File: src/rtl/wb_dev_bridge.sv
// Registered Wishbone-slave splitter for the device I/O space: decodes the slot index,
// forwards one registered request to the selected device and returns ack/data or an error.
//   state | meaning
//   IDLE  | waiting for cyc&stb; decodes slot index
//   REQ   | device selected, waiting for its ack, an abort or the timeout
//   DONE  | one-cycle ack or err pulse, then clear everything
module wb_dev_bridge #(
    parameter int DEV_NUM          = 10,
    parameter int TOTAL_ADDR_BITS  = 16,
    parameter int SINGLE_ADDR_BITS = 8,
    parameter int TIMEOUT          = 255,
    parameter int TIMEOUT_BITS     = 8
) (
    input  logic                          clk,
    input  logic                          rst_n,
    input  logic                          wbs_cyc_i,
    input  logic                          wbs_stb_i,
    input  logic [TOTAL_ADDR_BITS-3:0]    wbs_addr_i,
    input  logic [3:0]                    wbs_sel_i,
    input  logic                          wbs_we_i,
    input  logic [31:0]                   wbs_data_i,
    output logic [31:0]                   wbs_data_o,
    output logic                          wbs_ack_o,
    output logic                          wbs_err_o,
    output logic [DEV_NUM-1:0]            dev_cs_o,
    output logic [SINGLE_ADDR_BITS-3:0]   dev_addr_o,
    output logic [3:0]                    dev_sel_o,
    output logic                          dev_we_o,
    output logic [31:0]                   dev_data_o,
    input  logic [32*DEV_NUM-1:0]         dev_data_i,
    input  logic [DEV_NUM-1:0]            dev_ack_i
);
    localparam int IDXW = TOTAL_ADDR_BITS - SINGLE_ADDR_BITS;
    localparam logic [1:0] IDLE = 2'd0;
    localparam logic [1:0] REQ  = 2'd1;
    localparam logic [1:0] DONE = 2'd2;
    localparam logic [TIMEOUT_BITS-1:0] TO_LAST =
        TIMEOUT_BITS'((TIMEOUT == 0) ? 0 : TIMEOUT - 1);

    logic [1:0]                  state_q, state_d;
    logic [TIMEOUT_BITS-1:0]     cnt_q, cnt_d;
    logic [IDXW-1:0]             idx_q, idx_d;
    logic [DEV_NUM-1:0]          cs_q, cs_d;
    logic [SINGLE_ADDR_BITS-3:0] addr_q, addr_d;
    logic [3:0]                  sel_q, sel_d;
    logic                        we_q, we_d;
    logic [31:0]                 wdata_q, wdata_d;
    logic [31:0]                 rdata_q, rdata_d;
    logic                        ack_q, ack_d;
    logic                        err_q, err_d;

    logic [IDXW-1:0]    idx_w;
    logic [DEV_NUM-1:0] onehot;
    logic               sel_ack;
    logic [31:0]        sel_data;

    assign idx_w = wbs_addr_i[TOTAL_ADDR_BITS-3:SINGLE_ADDR_BITS-2];

    // Loop-based decode/mux keeps index widths independent of DEV_NUM.
    always_comb begin
        onehot   = '0;
        sel_ack  = 1'b0;
        sel_data = '0;
        for (int k = 0; k < DEV_NUM; k++) begin
            if (idx_w == IDXW'(k)) onehot[k] = 1'b1;
            if (idx_q == IDXW'(k)) begin
                sel_ack  = dev_ack_i[k];
                sel_data = dev_data_i[32*k +: 32];
            end
        end
    end

    always_comb begin
        state_d = state_q;
        cnt_d   = cnt_q;
        idx_d   = idx_q;
        cs_d    = cs_q;
        addr_d  = addr_q;
        sel_d   = sel_q;
        we_d    = we_q;
        wdata_d = wdata_q;
        rdata_d = rdata_q;
        ack_d   = ack_q;
        err_d   = err_q;
        case (state_q)
            IDLE: begin
                if (wbs_cyc_i && wbs_stb_i) begin
                    if (32'(idx_w) < DEV_NUM) begin
                        idx_d   = idx_w;
                        addr_d  = wbs_addr_i[SINGLE_ADDR_BITS-3:0];
                        sel_d   = wbs_sel_i;
                        we_d    = wbs_we_i;
                        wdata_d = wbs_data_i;
                        cs_d    = onehot;
                        cnt_d   = '0;
                        state_d = REQ;
                    end else begin
                        err_d   = 1'b1;
                        state_d = DONE;
                    end
                end
            end
            REQ: begin
                if (!wbs_cyc_i) begin
                    cs_d    = '0;
                    addr_d  = '0;
                    sel_d   = '0;
                    we_d    = 1'b0;
                    wdata_d = '0;
                    cnt_d   = '0;
                    idx_d   = '0;
                    state_d = IDLE;
                end else if (sel_ack) begin
                    rdata_d = we_q ? 32'd0 : sel_data;
                    ack_d   = 1'b1;
                    cs_d    = '0;
                    state_d = DONE;
                end else if (TIMEOUT != 0 && cnt_q == TO_LAST) begin
                    err_d   = 1'b1;
                    cs_d    = '0;
                    state_d = DONE;
                end else if (cnt_q != '1) begin
                    cnt_d = cnt_q + 1'b1;
                end
            end
            DONE: begin
                ack_d   = 1'b0;
                err_d   = 1'b0;
                rdata_d = '0;
                cs_d    = '0;
                addr_d  = '0;
                sel_d   = '0;
                we_d    = 1'b0;
                wdata_d = '0;
                cnt_d   = '0;
                idx_d   = '0;
                state_d = IDLE;
            end
            default: state_d = IDLE;
        endcase
    end

    always_ff @(posedge clk or negedge rst_n) begin
        if (!rst_n) begin
            state_q <= IDLE;
            cnt_q   <= '0;
            idx_q   <= '0;
            cs_q    <= '0;
            addr_q  <= '0;
            sel_q   <= '0;
            we_q    <= 1'b0;
            wdata_q <= '0;
            rdata_q <= '0;
            ack_q   <= 1'b0;
            err_q   <= 1'b0;
        end else begin
            state_q <= state_d;
            cnt_q   <= cnt_d;
            idx_q   <= idx_d;
            cs_q    <= cs_d;
            addr_q  <= addr_d;
            sel_q   <= sel_d;
            we_q    <= we_d;
            wdata_q <= wdata_d;
            rdata_q <= rdata_d;
            ack_q   <= ack_d;
            err_q   <= err_d;
        end
    end

    assign wbs_data_o = rdata_q;
    assign wbs_ack_o  = ack_q;
    assign wbs_err_o  = err_q;
    assign dev_cs_o   = cs_q;
    assign dev_addr_o = addr_q;
    assign dev_sel_o  = sel_q;
    assign dev_we_o   = we_q;
    assign dev_data_o = wdata_q;
endmodule
File: config.mk
export PLATFORM = sky130hd
export DESIGN_NAME = wb_dev_bridge
export DESIGN_NICKNAME = d
export VERILOG_FILES = /design/src/rtl/wb_dev_bridge.sv
export SDC_FILE = /design/constraint.sdc
export NUM_CORES = 1
export LEC_CHECK = 0
export ABC_AREA = 0
export BUFFER_PORTS_ARGS = -buffer_cell sky130_fd_sc_hd__buf_2
export CAP_MARGIN = 25
export CORE_AREA = 2 2 186 188
export CTS_CLUSTER_DIAMETER = 80
export DETAILED_ROUTE_END_ITERATION = 12
export DIE_AREA = 0 0 188 190
export PLACE_DENSITY = 0.49
export SLEW_MARGIN = 30
export SYNTH_ARGS = -nofsm -noshare
export SYNTH_HDL_FRONTEND = slang
export SYNTH_SLANG_ARGS = --single-unit
File: constraint.sdc
create_clock -name clk -period 3.2 [get_ports clk]
set_clock_uncertainty 0.2 [all_clocks]
set_input_delay 0.48 -clock clk [delete_from_list [all_inputs] [get_ports clk]]
set_output_delay 0.48 -clock clk [all_outputs]
set_load 0.05 [all_outputs]
==> qor_table.md, run 1 <==
| Step | Result | This run |
| --- | --- | --- |
| clock network | Num Clock Sinks | 105 |
| yosys | Yosys warns | 0 |
| worst hold path | Hold Path Class | in2async |
| critical path | Startpoint type of the worst setup path | flip-flop |
| yosys | Cell types with the highest counts after synthesis | 107 x sky130_fd_sc_hd__o21ai_0, 105 x sky130_fd_sc_hd__dfrtp_1, 89 x sky130_fd_sc_hd__a21oi_1, 89 x sky130_fd_sc_hd__nand2_1, 66 x sky130_fd_sc_hd__clkbuf_1 |
| timing | Fmax achieved | 344 MHz |
| critical path | Cells traversed along the worst timing path | buf_12, o21a_1, nor3_2, buf_4, o21ai_0, a211oi_1, or3_1, a32o_1 |
| timing | Post-Route Hold Slack | -0.0219 ns |
| power | Combinational share of power | 62.3% |
| final layout | Multi-input gate area | 4510 µm² |
| job | Max capacitance violation total | 0 |
| power | Cell Pwr Density | 740 nW/µm² |
| floorplanning | Width of the die | 188 µm |
| placed design | Post-placement setup slack | 0.190 ns |
| timing | Unrepaired setup endpoints after global routing | false |
| clock network | TritonCTS buffer count | 9 |
| routing | Total wire length after detailed routing | 36.1 mm |
| critical path | Critical path peak fanout | 89 |
| floorplanning | Die area | 35700 µm² |
| placed design | Port-buffer cells | 471 |
| power | Clock network power share | 14.3% |
| timing | Final setup violation count | 0 |
| critical path | Critical path's slowest cell | sky130_fd_sc_hd__dfrtp_4 |
| yosys | Asr flop ratio synth | 100% |
| power | Max VDD drop | 429 µV |
| final layout | Sequential cell area | 2640 µm² |
| floorplanning | Core area | 33900 µm² |
| power | Net Switching | 4.14 mW |
| floorplanning | Initial Util | 22.4% |
| timing | Total negative setup slack | 0 ns |
| global route | GRT Overall Usage | 19.4% |
| power | Internal portion of total power | 3.81 mW |
| global route | First-pass GRT wire length | 53.1 mm |
| yosys | Netlist area before placement | 7610 µm² |
| timing | Number of failing hold endpoints at the final stage | 8 |
| routing | Iteration-0 DRC count of the detailed router | 533 |
| final layout | End-of-flow core utilization | 31.6% |
| floorplanning | Height of the die | 190 µm |
| yosys | Distinct cell type count of the synthesized netlist | 59 |
| yosys | Most used flip-flop cell after synthesis | sky130_fd_sc_hd__dfrtp_1 |
| outcome | Violations in the final reports | negative hold slack |
| timing | Clock period minus worst slack | 2.91 ns |
| power | Static leakage | 5.08 nW |
| yosys | Top area cells in the synthesized netlist | sky130_fd_sc_hd__dfrtp_1 35%, sky130_fd_sc_hd__o21ai_0 7.0%, sky130_fd_sc_hd__a21oi_1 5.9%, sky130_fd_sc_hd__o22ai_1 4.4%, sky130_fd_sc_hd__nand2_1 4.4% |
| yosys | Area leader, netlist | sky130_fd_sc_hd__dfrtp_1 |
| final layout | # nets final | 1745 |
| critical path | WP buf/inv | 2 |
| clock network | Maximum level of the CTS H-tree | 3 |
| yosys | Net count after synthesis | 1319 |
| routing | Via Count | 8985 |
| final layout | Filler cells | 3694 |
| routing | Per-cell routed wire length | 19.9 µm |
| clock network | Clock transition at the register clock pins on the worst setup and hold paths after CTS | 0.08 ns |
| timing | Actual slew at the worst max-slew pin | 0.851 ns |
| critical path | Category of the most critical setup path | reg2reg |
| global route | Vias in the first global route | 8791 |
| global route | Number of antenna violations at the first check in global routing | 8 |
| clock network | Root Buffer | sky130_fd_sc_hd__clkbuf_16 |
| timing | Min setup slack post-route | 0.290 ns |
| yosys | Top-area cell type share of the netlist area | 34.5% |
| timing | Post-route clock period utilization | 90.9% |
| critical path | Arrival time reported for the critical path endpoint | 3.00 ns |
| clock network | Buffers from clock root to sink, at most | 2 |
| final layout | Layout overhead on the synthesized area | 41.2% |
| power | Flop pwr share | 23.4% |
| routing | Detail Route Antenna Nets | 0 |
| yosys | Number of enable-type register cells in the synthesized netlist | 0 |
| yosys | Cell with the most instances after synthesis | sky130_fd_sc_hd__o21ai_0 |
| final layout | Ratio of cells with drive above 1 in the final layout | 41.3% |
| power | Switch share | 52.0% |
| floorplanning | Number of top-level pins | 472 |
| timing | Max Transition Viols Final | 0 |
| yosys | Yosys reg bits | 105 |
| routing | Detailed-router iteration count before antenna repair | 5 |
| critical path | Maximum single-stage delay on the critical path | 0.65 ns |
| power | Power consumption | 7.95 mW |
| routing | Drc violations | 0 |
| global route | Total congestion overflow | 0 |
| outcome | Status | finished, violations left |
| floorplanning | Number of placement rows | 68 |
| clock network | TritonCTS clock tree | done |
| yosys | Post-synthesis sequential area ratio | 34.5% |
| timing | Tightest slew margin relative to the limit | 43.3% |
| critical path | Data required time at the worst endpoint | 3.29 ns |
| placed design | Placer Congestion | 0.824 |
| yosys | Mean area per synthesized cell | 8.20 µm² |
| clock network | Clock insertion delay at the later pin of the skew report | 0.36 ns |
| placed design | Post-DP HPWL | 28.0 mm |
| clock network | Count of hold-fix buffers inserted at cts | 0 |
| global route | Pin count of the biggest net entering global routing | 100 |
| clock network | Number of cells upsized or downsized after cts | 0 |
| clock network | Post-CTS setup buffers | 0 |
| yosys | Gate count of the mapped netlist | 928 |
| critical path | Sort of element at the end of the critical path | flip-flop |
| routing | Detailed-route vias per instance | 4.94 |
| critical path | CP delay by family, top | compound AO/OA/AOI/OAI gates |
## flip-flops by register name, summed over array words and instances, names as in the netlist
register / cells
dev_we_o: 1
dev_sel_o: 4
dev_data_o: 32
idx_q: 8
dev_addr_o: 6
dev_cs_o: 10
wbs_err_o: 1
state_q: 2
wbs_data_o: 32
cnt_q: 8
wbs_ack_o: 1
## area by class of cell
class | count | area share (%)
Sequential cell | 105 | 24.5
Clock inverter | 6 | 0.594
Multi-Input combinational cell | 720 | 42.0
Inverter | 13 | 0.454
Antenna cell | 4 | 0.0932
Tap cell | 455 | 5.30
Timing Repair Buffer | 505 | 24.9
Clock buffer | 9 | 2.10
## power groups by stage
stage	Clock (mW)	Sequential, mW	Combinational [mW]
2_1_floorplan	0	2.52	2.72
3_3_place_gp	0	1.89	4.97
3_5_place_dp	0	1.88	4.99
4_1_cts	1.19	1.87	4.99
5_1_grt	1.24	1.91	5.40
6_report	1.14	1.86	4.95
## worst paths after layout
check,from,endpoint,slack (ns),depth (start not counted)
setup / recovery,idx_q[0],wbs_data_o[4],0.29,8
hold / removal,rst_n,dev_addr_o[2],-0.02,1
setup reg to reg,idx_q[0],wbs_data_o[4],0.29,8
hold reg to reg,dev_data_o[2],dev_data_o[2],0.28,2
max in group asynchronous,rst_n,dev_data_o[2],2.05,2
min in group clk,wbs_data_i[16],dev_data_o[16],0.16,3
## per-stage QoR
step | cell area [µm²] | std cells
after floorplan | 7610 | 928
after global placement | 10400 | 1798
after detailed placement | 10400 | 1798
after CTS | 10700 | 1813
after global routing | 10700 | 1813
final | 10700 | 1817
## cells in the final DEF, fill, tap and decap left out, types with 5 or more instances in the layout
cell and n:
sky130_fd_sc_hd__o21ai_0 107, sky130_fd_sc_hd__inv_1 11, sky130_fd_sc_hd__mux2_2 17, sky130_fd_sc_hd__a211oi_1 31, sky130_fd_sc_hd__or3_1 28, sky130_fd_sc_hd__a221oi_1 6, sky130_fd_sc_hd__o31ai_1 9, sky130_fd_sc_hd__nor3_1 35
sky130_fd_sc_hd__buf_12 5, sky130_fd_sc_hd__ha_1 6, sky130_fd_sc_hd__nor2b_1 7, sky130_fd_sc_hd__nand3_1 14, sky130_fd_sc_hd__nor2_1 21, sky130_fd_sc_hd__a32o_1 23, sky130_fd_sc_hd__a22o_1 9, sky130_fd_sc_hd__nand2b_1 52
sky130_fd_sc_hd__buf_4 30, sky130_fd_sc_hd__o22ai_1 54, sky130_fd_sc_hd__a2bb2oi_1 22, sky130_fd_sc_hd__o221ai_1 6, sky130_fd_sc_hd__clkbuf_16 9, sky130_fd_sc_hd__mux2i_1 11, sky130_fd_sc_hd__nand2_1 87, sky130_fd_sc_hd__a21oi_1 89
sky130_fd_sc_hd__and2_1 23, sky130_fd_sc_hd__dfrtp_1 103, sky130_fd_sc_hd__o211ai_1 10, sky130_fd_sc_hd__buf_2 470
## metal layers
metal,routed length (µm),GRT usage [%],share of wire [%]
met5,44,0,0.12
met3,2460,4.15,6.8
met2,16900,31.8,47
met1,16300,26.1,45
met4,441,4.30,1.2
## logic make-up after synthesis
kind of cell	synth area share, %
mux	4.56
buf+inv	6.51
fa+ha+maj	0.987
simple gates	20.5
compound gates	32.9
flops	34.5
## worst register-to-register path, cell delays in order (launching register included)
cell                       delay (ns)
sky130_fd_sc_hd__dfrtp_4         0.65
sky130_fd_sc_hd__buf_12          0.30
sky130_fd_sc_hd__o21a_1          0.22
sky130_fd_sc_hd__nor3_2          0.14
sky130_fd_sc_hd__buf_4           0.29
sky130_fd_sc_hd__o21ai_0         0.17
sky130_fd_sc_hd__a211oi_1        0.51
sky130_fd_sc_hd__or3_1           0.21
sky130_fd_sc_hd__a32o_1          0.16
(Power assumes the default switching activity.)
==> run 2: changes to the inputs <==
Settings changed: CORE_AREA 2 2 186 188 to 2 2 183 185, DIE_AREA 0 0 188 190 to 0 0 185 187, PLACE_DENSITY 0.49 to 0.52.
Clock period 3.2 ns to 2.3 ns, I/O delays scaled along.
==> run 2 against run 1 <==
  * The run ends with negative setup slack left
  * Highest routed layer unchanged
  * Largest cell class unchanged
  * Sequential power up 33%
  * Flip-flop and latch count did not move
  * Critical endpoint is now wbs_data_o[7]
  * Total power increased by 54%
  * Critical path depth stayed put
  * First-iteration DRC count is 14% lower
  * Combinational power is 66% higher
  * Wire length up 0.71%
  * Count of clock-buffer cells in the layout is the same
  * Die area fell by 3.1%
  * Utilization up 4.5 points
  * Setup slack got worse by 0.53 ns
==> qor_table.md, run 2 (synthesis gave the netlist of run 1 again) <==
| Step | Result | This run |
| --- | --- | --- |
| power | Flop pwr share | 20.1% |
| clock network | Root Buffer | sky130_fd_sc_hd__clkbuf_16 |
| timing | Unrepaired setup endpoints after global routing | true |
| outcome | Violations in the final reports | negative setup slack |
| timing | Post-route clock period utilization | 110% |
| power | Switch share | 49.1% |
| placed design | Placer Congestion | 0.887 |
| power | Power consumption | 12.3 mW |
| power | Max VDD drop | 622 µV |
| final layout | Leading cell type in the layout, fill and taps excluded | sky130_fd_sc_hd__buf_2 |
| clock network | Maximum level of the CTS H-tree | 3 |
| global route | Vias in the first global route | 9387 |
| floorplanning | Number of placement rows | 67 |
| critical path | Sort of element at the end of the critical path | flip-flop |
| placed design | Port-buffer cells | 471 |
| critical path | Critical path peak fanout | 16 |
| timing | Actual slew at the worst max-slew pin | 0.541 ns |
| power | Clock network power share | 12.9% |
| global route | First-pass GRT wire length | 53.7 mm |
| routing | Via Count | 9346 |
| floorplanning | Initial Util | 23.1% |
| critical path | Critical path's slowest cell | sky130_fd_sc_hd__or4_4 |
| timing | Number of failing hold endpoints at the final stage | 0 |
| placed design | Post-DP HPWL | 29.3 mm |
| floorplanning | Die area | 34600 µm² |
| clock network | TritonCTS buffer count | 9 |
| power | Combinational share of power | 66.9% |
| routing | Iteration-0 DRC count of the detailed router | 460 |
| final layout | Ratio of cells with drive above 1 in the final layout | 46.7% |
| timing | Total negative setup slack | -9.70 ns |
| critical path | WP buf/inv | 3 |
| power | Net Switching | 6.02 mW |
| timing | Final setup violation count | 52 |
| power | Cell Pwr Density | 1030 nW/µm² |
| timing | Max Transition Viols Final | 0 |
| final layout | Layout overhead on the synthesized area | 56.2% |
| floorplanning | Height of the die | 187 µm |
| global route | Number of antenna violations at the first check in global routing | 6 |
| worst hold path | Hold Path Class | in2reg |
| global route | GRT Overall Usage | 20.4% |
| critical path | Most common cell on crit path | sky130_fd_sc_hd__buf_12 |
| clock network | Clock transition at the register clock pins on the worst setup and hold paths after CTS | 0.09 ns |
| critical path | CP delay by family, top | compound AO/OA/AOI/OAI gates |
| outcome | Status | finished, violations left |
| floorplanning | Number of top-level pins | 472 |
| timing | Tightest slew margin relative to the limit | 63.9% |
| global route | M2 GR Usage | 33.9% |
| floorplanning | Width of the die | 185 µm |
| timing | Fmax achieved | 394 MHz |
| routing | Total wire length after detailed routing | 36.4 mm |
| global route | Pin count of the biggest net entering global routing | 87 |
| critical path | Data required time at the worst endpoint | 2.39 ns |
| critical path | Category of the most critical setup path | reg2reg |
| clock network | TritonCTS clock tree | done |
| global route | Top Usage Layer GRT | met2 |
| timing | Clock period minus worst slack | 2.54 ns |
| timing | Min setup slack post-route | -0.238 ns |
| final layout | Highest-count cells in the layout ignoring fill and taps | 470 x sky130_fd_sc_hd__buf_2, 107 x sky130_fd_sc_hd__o21ai_0, 105 x sky130_fd_sc_hd__buf_4 |
| final layout | Filler cells | 3530 |
| routing | Detailed-route vias per instance | 4.90 |
| job | Max capacitance violation total | 0 |
| global route | GR met1 Demand/Resource | 27.1% |
| clock network | Buffers from clock root to sink, at most | 2 |
| routing | Per-cell routed wire length | 19.1 µm |
| routing | Detail Route Antenna Nets | 0 |
| critical path | Startpoint type of the worst setup path | flip-flop |
| global route | Total congestion overflow | 0 |
| critical path | Maximum single-stage delay on the critical path | 0.59 ns |
| routing | Drc violations | 0 |
| global route | Fraction of met3 tracks used by global routing | 4.38% |
| clock network | Clock insertion delay at the later pin of the skew report | 0.36 ns |
| critical path | Arrival time reported for the critical path endpoint | 2.63 ns |
| power | Static leakage | 5.68 nW |
| routing | Detailed-router iteration count before antenna repair | 5 |
| power | Internal portion of total power | 6.24 mW |
| critical path | Flop2flop setup slack | -0.24 ns |
| critical path | Cells traversed along the worst timing path | or4_4, a2111oi_4, buf_4, o2111ai_4, a211oi_4, buf_12, buf_12, a32o_1 |
| floorplanning | Core area | 32900 µm² |
| clock network | Num Clock Sinks | 105 |
| final layout | # nets final | 1844 |
==> run 2: cell type report <==
| cell class | count | area (µm²) | share of cell area, % |
|---|---|---|---|
| tap | 448 | 561 | 4.72 |
| multi-input combinational | 720 | 4660 | 39.2 |
| clock inverter | 6 | 63.8 | 0.537 |
| inverter | 13 | 48.8 | 0.411 |
| sequential | 105 | 2630 | 22.2 |
| antenna | 2 | 5.00 | 0.0421 |
| clock buffer | 9 | 225 | 1.90 |
| timing repair buffer | 604 | 3690 | 31.0 |
==> run 2: layer usage <==
layer / routed length (µm) / share of wire (%)
met5: 41 / 0.11
met4: 547 / 1.5
met3: 2720 / 7.5
met2: 16800 / 46
met1: 16300 / 45
==> run 2: final timing paths <==
check / startpoint / to / cells past startpoint
setup / recovery: idx_q[6] / wbs_data_o[7] / 8
max in group asynchronous: rst_n / wbs_data_o[23] / 3
setup reg to reg: idx_q[6] / wbs_data_o[7] / 8
hold / removal: wbs_addr_i[1] / dev_addr_o[1] / 3
min in group asynchronous: rst_n / dev_addr_o[0] / 2
hold reg to reg: dev_data_o[6] / dev_data_o[6] / 2
==> run 2: stage by stage <==
step | cells | hold slack (ns) | area [µm²] | worst slack, ns | util, %
global route | 1905 | 0.0308 | 11900 | -0.318 | 36.1
finish | 1907 | 0.0269 | 11900 | -0.238 | 36.2
floorplan | 928 | -0.151 | 7610 | -0.188 | -
detailed placement | 1884 | 0.140 | 11300 | -0.338 | 34.5
CTS | 1904 | 0.0113 | 11800 | -0.266 | 36.0
global placement | 1884 | 0.144 | 11300 | -0.359 | 34.5
==> run 2: timing repair <==
| item | in CTS | in global routing |
|---|---|---|
| buffers inserted | 2 | 1 |
| resized for setup | 25 | 12 |
| hold buffers | 1 | 0 |
| gates cloned | 2 | 0 |
| pin swaps | 5 | 2 |
| setup endpoints to repair | 52 | 52 |
| endpoints found under the hold margin | 29 | 0 |
==> run 2: power by group through the flow <==
stage          registers [mW]  logic, mW  clock network (mW)
2_1_floorplan            3.51       3.79                   0
3_3_place_gp             2.48       7.95                   0
3_5_place_dp             2.49       8.01                   0
4_1_cts                  2.47       8.16                1.65
5_1_grt                  2.53       8.90                1.70
6_report                 2.47       8.21                1.59
==> run 2: worst register-to-register path, stage by stage (launching register included) <==
cell	delay [ns]
sky130_fd_sc_hd__dfrtp_1	0.38
sky130_fd_sc_hd__or4_4	0.59
sky130_fd_sc_hd__a2111oi_4	0.24
sky130_fd_sc_hd__buf_4	0.18
sky130_fd_sc_hd__o2111ai_4	0.14
sky130_fd_sc_hd__a211oi_4	0.27
sky130_fd_sc_hd__buf_12	0.15
sky130_fd_sc_hd__buf_12	0.14
sky130_fd_sc_hd__a32o_1	0.18
==> run 3: changes to the inputs <==
Settings changed: CTS_BUF_LIST set to sky130_fd_sc_hd__clkbuf_4 sky130_fd_sc_hd__clkbuf_8 sky130_fd_sc_hd__clkbuf_16, CTS_CLUSTER_SIZE set to 12, HOLD_SLACK_MARGIN set to 0.15.
==> run 3 against run 2 <==
  * The run still ends with negative setup slack left
  * Clock power about the same
  * Sequential power about the same
  * Non-clock buffer count grew 46
  * Register-to-register slack hardly changed
  * Final cell count rose by 2.4%
  * Wire length increased by 1.4%
  * Via count up 1.9%
  * Critical path type unchanged
  * Largest cell class unchanged
  * Largest power group unchanged
==> qor_table.md, run 3 (synthesis gave the netlist of run 1 again) <==
| Step | Result | This run |
| --- | --- | --- |
| critical path | Flop2flop setup slack | -0.24 ns |
| critical path | Arrival time reported for the critical path endpoint | 2.63 ns |
| global route | Total congestion overflow | 0 |
| timing | Fmax achieved | 394 MHz |
| outcome | Status | finished, violations left |
| placed design | Post-Place Cell Area | 11300 µm² |
| power | Static leakage | 5.87 nW |
| outcome | Violations in the final reports | negative setup slack |
| critical path | Reg-to-reg endpoint | wbs_data_o[7] |
| final layout | Sequential cell area | 2630 µm² |
| routing | Via Count | 9520 |
| clock network | TritonCTS clock tree | done |
| floorplanning | Initial Util | 23.1% |
| job | Max capacitance violation total | 0 |
| final layout | Leading cell type in the layout, fill and taps excluded | sky130_fd_sc_hd__buf_2 |
| timing | Tightest slew margin relative to the limit | 64.7% |
| final layout | Layout overhead on the synthesized area | 62.3% |
| final layout | Filler cells | 3477 |
| clock network | TritonCTS buffer count | 9 |
| worst hold path | Hold Path End | wbs_data_o[11] |
| critical path | Critical path peak fanout | 16 |
| routing | Detailed-route vias per instance | 4.87 |
| power | Max VDD drop | 620 µV |
| floorplanning | Width of the die | 185 µm |
| critical path | Sort of element at the end of the critical path | flip-flop |
| clock network | Maximum level of the CTS H-tree | 3 |
| worst hold path | Hold path cells | 4 |
| placed design | Port-buffer cells | 471 |
| critical path | Worst-case reg-to-reg path depth | 8 |
| timing | Min setup slack post-route | -0.239 ns |
| clock network | Buffers from clock root to sink, at most | 2 |
| global route | Number of antenna violations at the first check in global routing | 6 |
| clock network | Num Clock Sinks | 105 |
| final layout | Multi-input gate area | 4660 µm² |
| critical path | Startpoint type of the worst setup path | flip-flop |
| routing | Per-cell routed wire length | 18.9 µm |
| final layout | # nets final | 1890 |
| routing | Detailed-router iteration count before antenna repair | 5 |
| timing | Clock period minus worst slack | 2.54 ns |
| floorplanning | Number of placement rows | 67 |
| routing | Iteration-0 DRC count of the detailed router | 490 |
| floorplanning | Die area | 34600 µm² |
| critical path | Category of the most critical setup path | reg2reg |
| critical path | Data required time at the worst endpoint | 2.39 ns |
| timing | Actual slew at the worst max-slew pin | 0.530 ns |
| timing | Post-Route Hold Slack | 0.180 ns |
| floorplanning | Number of top-level pins | 472 |
| floorplanning | Height of the die | 187 µm |
| timing | Max Transition Viols Final | 0 |
| clock network | Clock insertion delay at the later pin of the skew report | 0.36 ns |
| global route | GRT Overall Usage | 20.6% |
| floorplanning | Core area | 32900 µm² |
| placed design | Placer Congestion | 0.887 |
| routing | Detail Route Antenna Nets | 0 |
| final layout | Area of all placed cells without fillers | 12300 µm² |
| timing | Number of failing hold endpoints at the final stage | 0 |
| final layout | Ratio of cells with drive above 1 in the final layout | 45.3% |
| final layout | Highest-count cells in the layout ignoring fill and taps | 470 x sky130_fd_sc_hd__buf_2, 107 x sky130_fd_sc_hd__o21ai_0, 105 x sky130_fd_sc_hd__buf_4 |
| timing | Final setup violation count | 52 |
| global route | Vias in the first global route | 9661 |
| global route | First-pass GRT wire length | 54.5 mm |
| timing | Post-route clock period utilization | 110% |
| worst hold path | Hold Path Class | in2reg |
| final layout | End-of-flow core utilization | 37.6% |
| critical path | Beginning of the worst register-to-register path | idx_q[6] |
| timing | Unrepaired setup endpoints after global routing | true |
| worst hold path | Origin of the worst min-delay path | dev_data_i[299] |
| clock network | Root Buffer | sky130_fd_sc_hd__clkbuf_16 |
| power | Cell Pwr Density | 1000 nW/µm² |
| clock network | Clock transition at the register clock pins on the worst setup and hold paths after CTS | 0.08 ns |
| placed design | Post-DP HPWL | 29.3 mm |
| routing | Total wire length after detailed routing | 36.9 mm |
| global route | Pin count of the biggest net entering global routing | 87 |
| routing | Drc violations | 0 |
## run 3: cell types whose count changed in the layout (fill, tap and decap cells not counted), sizes merged
| cell | change |
|---|---|
| dlygate4sd3 | +46 |
## run 3: how the worst max path moves through the flow
stage,startpoint,to,slack [ns],depth (start not counted)
after floorplan,idx_q[6],wbs_data_o[30],-0.19,8
after global placement,idx_q[6],wbs_data_o[2],-0.36,7
after detailed placement,idx_q[6],wbs_data_o[2],-0.34,7
final,idx_q[6],wbs_data_o[7],-0.24,8
after CTS,idx_q[5],wbs_data_o[7],-0.27,8
after global routing,idx_q[6],wbs_data_o[9],-0.32,8
## run 3: cell type report
cell class                 instances  share of cell area (%)
clock buffer                       9                    1.82
tap                              448                    4.54
inverter                          13                   0.395
sequential                       105                    21.3
multi-input combinational        720                    37.7
clock inverter                     6                   0.517
timing repair buffer             650                    33.6
antenna                            2                  0.0405
## run 3: critical path: stages (launching register included)
cell	delay, ns
sky130_fd_sc_hd__dfrtp_1	0.38
sky130_fd_sc_hd__or4_4	0.59
sky130_fd_sc_hd__a2111oi_4	0.23
sky130_fd_sc_hd__buf_4	0.18
sky130_fd_sc_hd__o2111ai_4	0.14
sky130_fd_sc_hd__a211oi_4	0.27
sky130_fd_sc_hd__buf_12	0.15
sky130_fd_sc_hd__buf_12	0.14
sky130_fd_sc_hd__a32o_1	0.17
## run 3: report_power, final
part           internal (mW)  switching (mW)  leakage [nW]  total, mW
combinational           3.30            4.98          4.33       8.28
clock                  0.761           0.822         0.138       1.58
sequential              2.23           0.249          1.40       2.48
## run 3: what timing repair did
item / 4_1_cts / 5_1_grt
buffers inserted: 2 / 1
endpoints found under the setup margin: 52 / 52
hold buffers: 47 / 0
pin swaps: 5 / 2
cloned: 2 / 0
endpoints found under the hold margin: 80 / 0
gates resized for setup: 25 / 12
## run 3: metrics by stage
stage	setup TNS, ns	total power, mW	instances	setup slack (ns)
6_report	-9.62	12.3	1953	-0.239
5_1_grt	-14.15	13.2	1951	-0.318
4_1_cts	-10.56	12.3	1950	-0.266
3_5_place_dp	-13.70	10.5	1884	-0.338
3_3_place_gp	-13.03	10.4	1884	-0.359
2_1_floorplan	-8.10	7.30	928	-0.188
## run 3: metal layers
layer	wire length [µm]	GRT usage [%]	part of all wire (%)
met5	41	0	0.11
met4	557	4.30	1.5
met3	2750	4.36	7.5
met2	17200	34.8	47
met1	16400	27.0	44
